<file path="src/rtl/decoder_seq_pkg.sv">
// Shared definitions for the serial-decoder sequencer: state encoding and default geometry.
package decoder_seq_pkg;

    typedef enum logic [1:0] {
        IDLE   = 2'd0,
        SHIFT  = 2'd1,
        WAIT   = 2'd2,
        REPORT = 2'd3
    } seq_state_t;

    localparam int DEF_WORD_W   = 4;
    localparam int DEF_RESP_WIN = 4;

endpackage : decoder_seq_pkg

</file>
<file path="src/rtl/dec_shift_out.sv">
// Load/shift register that presents a codeword MSB-first and flags when the final bit is on the line.
module dec_shift_out #(
    parameter int WORD_W = 4
) (
    input  logic              clk,
    input  logic              reset,
    input  logic              i_load,
    input  logic              i_shift,
    input  logic [WORD_W-1:0] i_word,
    output logic              o_bit,
    output logic              o_last
);

    localparam int BIT_CNT_W = $clog2(WORD_W);

    logic [WORD_W-1:0]    r_sreg;
    logic [BIT_CNT_W-1:0] r_bit_cnt;

    // NOTE: sequential state is updated with non-blocking assignments only, so every
    // flop samples the pre-edge values of its neighbours regardless of statement order.
    always_ff @(posedge clk) begin
        if (reset) begin
            r_sreg    <= '0;
            r_bit_cnt <= '0;
        end else if (i_load) begin
            r_sreg    <= i_word;
            r_bit_cnt <= '0;
        end else if (i_shift) begin
            r_sreg <= {r_sreg[WORD_W-2:0], 1'b0};
            // Hold at the terminal count rather than wrapping.
            if (!o_last)
                r_bit_cnt <= r_bit_cnt + BIT_CNT_W'(1);
        end
    end

    assign o_bit  = r_sreg[WORD_W-1];
    assign o_last = (r_bit_cnt == BIT_CNT_W'(WORD_W - 1));

endmodule : dec_shift_out

</file>
<file path="src/rtl/decoder_seq_ctrl.sv">
// Sequencer feeding codewords serially to the decoder and reporting one hit/miss per word.
// Optional saturating hit counter enabled by defining HIT_COUNT_EN.
module decoder_seq_ctrl
    import decoder_seq_pkg::*;
#(
    parameter int WORD_W   = DEF_WORD_W,
    parameter int RESP_WIN = DEF_RESP_WIN
`ifdef HIT_COUNT_EN
    ,
    parameter int CNT_W    = 8
`endif
) (
    input  logic              clk,
    input  logic              reset,
    input  logic              in_valid,
    output logic              in_ready,
    input  logic [WORD_W-1:0] in_word,
    output logic              dec_x,
    input  logic              dec_z,
    output logic              res_valid,
    output logic              res_hit,
    output logic              busy
`ifdef HIT_COUNT_EN
    ,
    output logic [CNT_W-1:0]  hit_count
`endif
);

    localparam int WIN_W = (RESP_WIN > 1) ? $clog2(RESP_WIN) : 1;

    seq_state_t       r_state;
    seq_state_t       w_next;
    logic             r_hit;
    logic [WIN_W-1:0] r_win_cnt;
    logic             w_load;
    logic             w_shift;
    logic             w_bit;
    logic             w_last;
    logic             w_win_done;

    dec_shift_out #(
        .WORD_W (WORD_W)
    ) u_shift (
        .clk     (clk),
        .reset   (reset),
        .i_load  (w_load),
        .i_shift (w_shift),
        .i_word  (in_word),
        .o_bit   (w_bit),
        .o_last  (w_last)
    );

    assign w_win_done = (r_win_cnt == WIN_W'(RESP_WIN - 1));

    // NOTE: every signal driven here gets a default first, so no path can leave it
    // unassigned and infer a latch.
    always_comb begin
        w_next  = r_state;
        w_load  = 1'b0;
        w_shift = 1'b0;
        case (r_state)
            IDLE: begin
                if (in_valid) begin
                    w_load = 1'b1;
                    w_next = SHIFT;
                end
            end
            SHIFT: begin
                w_shift = 1'b1;
                if (w_last)
                    w_next = WAIT;
            end
            WAIT: begin
                if (r_hit || dec_z || w_win_done)
                    w_next = REPORT;
            end
            REPORT:  w_next = IDLE;
            default: w_next = IDLE;
        endcase
    end

    always_ff @(posedge clk) begin
        if (reset) begin
            r_state   <= IDLE;
            r_hit     <= 1'b0;
            r_win_cnt <= '0;
        end else begin
            r_state <= w_next;

            // Sticky match flag: cleared at accept, set by any dec_z seen while the word is live.
            if (w_load)
                r_hit <= 1'b0;
            else if ((r_state == SHIFT || r_state == WAIT) && dec_z)
                r_hit <= 1'b1;

            if (r_state == SHIFT)
                r_win_cnt <= '0;
            else if (r_state == WAIT && !r_hit && !dec_z && !w_win_done)
                r_win_cnt <= r_win_cnt + WIN_W'(1);
        end
    end

`ifdef HIT_COUNT_EN
    logic [CNT_W-1:0] r_hit_count;

    always_ff @(posedge clk) begin
        if (reset)
            r_hit_count <= '0;
        else if (r_state == REPORT && r_hit && r_hit_count != '1)
            r_hit_count <= r_hit_count + CNT_W'(1);
    end

    assign hit_count = r_hit_count;
`endif

    assign in_ready  = (r_state == IDLE);
    assign busy      = (r_state != IDLE);
    assign res_valid = (r_state == REPORT);
    assign res_hit   = (r_state == REPORT) && r_hit;
    // The decoder only ever sees live codeword bits; zero outside SHIFT.
    assign dec_x     = (r_state == SHIFT) && w_bit;

endmodule : decoder_seq_ctrl
</file>
<file path="config.mk">
export PLATFORM = sky130hd
export DESIGN_NAME = decoder_seq_ctrl
export DESIGN_NICKNAME = d
export VERILOG_FILES = /design/src/rtl/decoder_seq_pkg.sv /design/src/rtl/dec_shift_out.sv /design/src/rtl/decoder_seq_ctrl.sv
export SDC_FILE = /design/constraint.sdc
export NUM_CORES = 1
export LEC_CHECK = 0
export CORE_AREA = 2 2 40 42
export DETAILED_ROUTE_END_ITERATION = 12
export DIE_AREA = 0 0 42 44
export PLACE_DENSITY = 0.68
export SLEW_MARGIN = 20
export SYNTH_ARGS = -nofsm -noshare
export SYNTH_HDL_FRONTEND = slang
export SYNTH_SLANG_ARGS = --single-unit
</file>
<file path="constraint.sdc">
create_clock -name clk -period 2.16 [get_ports clk]
set_input_delay 0.648 -clock clk [delete_from_list [all_inputs] [get_ports clk]]
set_output_delay 0.648 -clock clk [all_outputs]
set_load 0.05 [all_outputs]
</file>
Word-level counts from Yosys, hierarchy flattened. Cells that the tools add are included.

Input bits: 8. Word-level logic and storage cells: 44. Output and inout bits: 5. Register bits after elaboration: 11.

Mux-type cells: 9. Equal/unequal tests: 8. Bitwise operators: 1. Add/subtract/negate cells: 2. Reductions and logical operators: 19.

Operators with widths (count): $eq A2 B2 Y1 const B (4); $mux W4 (2); $pmux W2 S4 (1); $logic_and A1 B1 Y1 (6); $mux W2 (3); $add A2 B1 Y2 const B (2); $ne A2 B2 Y1 const B (2); $reduce_bool A2 Y1 (2); $reduce_or A2 Y1 (2); $logic_not A1 Y1 (3); $logic_or A1 B1 Y1 (3); $mux W1 (3); $reduce_and A3 Y1 (1); $eq A2 B1 Y1 const B (1); $logic_not A2 Y1 (1); $ne A2 B1 Y1 const B (1); $reduce_and A2 Y1 (1); $not A1 Y1 (1).

Depth between registers and ports, before layout.
Word-level depth: 4. Mapped depth: 7.

By module. A second synthesis with hierarchy kept.

Cell total of the unflattened synthesis: 57. Area total of the unflattened synthesis: 599.3 um^2.

By module, submodules not included: decoder_seq_ctrl (cells an instance 32, area an instance 332.8 um^2, times used 1); dec_shift_out (cells an instance 25, area an instance 266.5 um^2, times used 1).

Worst setup path before layout. OpenSTA, ideal clock, no wires.

Kind: register to output. From: register r_state[1]. To: output port res_hit. Arrival: 1.354 ns. Stages on the path, launching flop included: 3. Setup slack: 0.158 ns. Path buffers: 0. Cell sequence: dfxtp_1 > ha_1 > and2_1.

Cells in the longest elaborated chain, start to end: 2.

Ends and longest elaborated chain: from (decl) (line decoder_seq_ctrl.sv:31) `seq_state_t r_state;`; from (signal assigned) (line decoder_seq_ctrl.sv:88) `r_state <= w_next;`; $eq A2 B2 Y1; named net res_valid (line decoder_seq_ctrl.sv:20) `output logic res_valid,`; $logic_and A1 B1 Y1 (line decoder_seq_ctrl.sv:119) `assign res_hit = (r_state == REPORT) && r_hit;`; to (decl) (line decoder_seq_ctrl.sv:21) `output logic res_hit,`.

The timed path passes the listed nets, and every way through them passes these cells.

Worst setup path after layout.
From: register r_state[1]. To: output port dec_x.

Cells in the longest elaborated chain, start to end: 2.

Ends and longest elaborated chain: $eq A2 B1 Y1 (line decoder_seq_ctrl.sv:121) `assign dec_x = (r_state == SHIFT) && w_bit;`; $logic_and A1 B1 Y1 (line decoder_seq_ctrl.sv:121); to (decl) (line decoder_seq_ctrl.sv:18) `output logic dec_x,`.

No other way between the ends.

==> results.json <==
{
  "status": "completed",
  "nNetsFinal": 91,
  "ios": 13,
  "drt-vias-per-instance": 5.09,
  "synthDominantCellAreaShare_pct": 35.3,
  "routed_wl_mm": 1.03,
  "dpl_cell_area_um2": 772,
  "syn_area_um2": 623,
  "rsz0062_at_grt": "no",
  "wl_per_cell_um": 11.3,
  "antenna_found_initial": 0,
  "synthSimpleGateAreaFrac_pct": 22.3,
  "syn_to_final_growth_pct": 28.1,
  "grt_pass1_vias": 420,
  "timing.rr.start": "r_state[1]",
  "coreArea_um2": 1420,
  "synth_compound_area_share_pct": 9.24,
  "grt_pass1_wl_mm": 1.76,
  "synth_cells": 61,
  "cts_setup_buffers": 0,
  "clock_latency_ps": 270,
  "min_period_ps": 1970,
  "drcViolationCount": 0,
  "post-dp-hpwl_um": 825,
  "reg2reg_to": "r_state[0]",
  "global_route.overflow_total": 0,
  "final_common_cell": "dfxtp_1",
  "hold_path_end": "u_shift.r_sreg[0]",
  "gp_congestion": 0.745,
  "drt_first_pass_iters": 2,
  "cap_viol_max_count": 0,
  "maxSlewViolCount": 0,
  "critPathMaxFanout": 5,
  "synth_fa_ha_area_share_pct": 14.1,
  "r2r_cells": 6,
  "post_cts_resized": 0,
  "skew_ps": 2.72,
  "worst-slew-pin-transition_ps": 548,
  "synthXorXnorAreaFrac_pct": 2.81,
  "postSynthRegisterBits": 11,
  "p_leak_nw": 0.332,
  "cts_root_buffer": "clkbuf_4",
  "clock_path_buffers": 2,
  "path_clk_slew_ps": 70,
  "rows": 14,
  "cts_sinks": 11,
  "numPortBuffers": 12,
  "setup_viol": 0,
  "die_area_um2": 1850,
  "synth_top_family_by_area": "simple AND/OR/NAND/NOR gates",
  "synth_cell_types": 24,
  "critPathArrivalTime_ps": 1320,
  "die_width_um": 42,
  "slew_headroom_pct": 62.9,
  "tns_ps": 0,
  "start_util_pct": 43.9,
  "hold_violations": 0,
  "worstSetupPathType": "flip-flop to primary output",
  "seq_area_frac_synth_pct": 35.3,
  "worstSetupStartpointType": "flip-flop",
  "grtUsageTotal_pct": 13.6,
  "cts_tree": "yes",
  "worstHoldPathCells": 2,
  "power_density_nw_per_um2": 1300,
  "die_h_um": 44,
  "cts_inserted_buffers": 3,
  "hp-class": "flip-flop to flip-flop",
  "hp-start": "u_shift.r_sreg[0]",
  "drt-initial-drc-count": 3,
  "muxShareOfSynthArea_pct": 8.03,
  "holdBufCountCts": 0,
  "n_antenna_cell": 0,
  "synth_nets": 76,
  "synth_area_leaders": "dfxtp_1 35%, ha_1 14%, mux2i_1 8.0%",
  "yosys.area.top_type": "dfxtp_1",
  "vdd_drop_max_mv": 0.933,
  "layout_common_cells": "11 x dfxtp_1, 7 x ha_1, 7 x clkdlybuf4s50_1",
  "synth_warnings": 0,
  "ant_nets": 0,
  "fmaxAchievable_ghz": 0.509,
  "htree_levels": 1,
  "drive_gt1_share_pct": 17.3,
  "ff2ff_setup_slack_ps": 480,
  "avgSynthCellArea_um2": 10.2,
  "grt_max_degree": 11,
  "finalInstanceArea_um2": 798,
  "cp-end-kind": "primary output",
  "route.vias.total": 463,
  "fin_crit_sh_pct": 91.0,
  "required_ps": 1510
}
==> through the flow <==
stage	hold WS, ps	total power, mW	instances	util (%)	setup WS, ps
CTS	489	1.05	91	56.3	171
global route	514	1.11	91	56.3	96.9
global placement	477	0.903	87	54.4	105
finish	489	1.04	91	56.3	194
detailed placement	477	0.907	87	54.4	61.1
floorplan	460	0.725	61	-	158
==> cell usage after synthesis, drive strengths merged <==
cell and instances:
o31ai 1, o31a 1, and2 3, buf 2, dfxtp 11, and3 1, nand2 2, xnor2 2
a21oi 2, inv 4, nor3 5, nor4b 3, clkbuf 1, ha 7, nand3b 1, o21a 1
mux2i 5, nor2 3, or4 1, nor2b 1, and2b 1, a211oi 3
==> layout make-up <==
| class | count | area [um2] |
|---|---|---|
| Inverter | 4 | 15.0 |
| Tap cell | 16 | 20.0 |
| Fill cell | 133 | 621 |
| Sequential cell | 11 | 220 |
| Clock buffer | 4 | 26.3 |
| Timing Repair Buffer | 13 | 165 |
| Multi-Input combinational cell | 43 | 352 |
==> logic make-up after synthesis <==
logic type | Yosys count
AND/OR/NAND/NOR | 21
multiplexers | 5
adder cells (fa/ha/maj) | 7
flip-flops | 11
AO/OA/AOI/OAI | 8
XOR/XNOR | 2
buffers and inverters | 7
==> power breakdown <==
| part | internal, mW | switching, mW | total (mW) | leakage, nW |
|---|---|---|---|---|
| clock network | 0.0715 | 0.0686 | 0.140 | 0.0150 |
| registers | 0.259 | 0.0405 | 0.300 | 0.0901 |
| logic | 0.288 | 0.309 | 0.597 | 0.227 |
==> worst max-delay path, cell delays in order (launching register included) <==
cell and delay (ps):
dfxtp_1 400, inv_1 80, ha_1 200, and2_2 210, buf_12 150
==> state kept, by name, summed over array words and instances, names as in the netlist <==
name               count
u_shift.r_bit_cnt      2
u_shift.r_sreg         4
r_win_cnt              2
r_hit                  1
r_state                2
==> metal layers <==
metal	track usage [%]	share of wire, %	up-vias	wire, um
met1	14.0	45	204	459
met4	9.68	2.4	0	25
li1	-	-	244	-
met3	6.67	5.4	5	56
met2	21.6	47	10	487
met5	0	0	-	0
==> how the worst max path moves through the flow <==
stage	from	end	cells after the start
final	r_state[1]	dec_x	4
after detailed placement	dec_z	r_state[0]	4
after global placement	dec_z	r_state[0]	4
after floorplan	r_state[1]	res_hit	2
after global routing	r_state[0]	busy	4
after CTS	r_state[1]	dec_x	4
(Power assumes the default switching activity.)
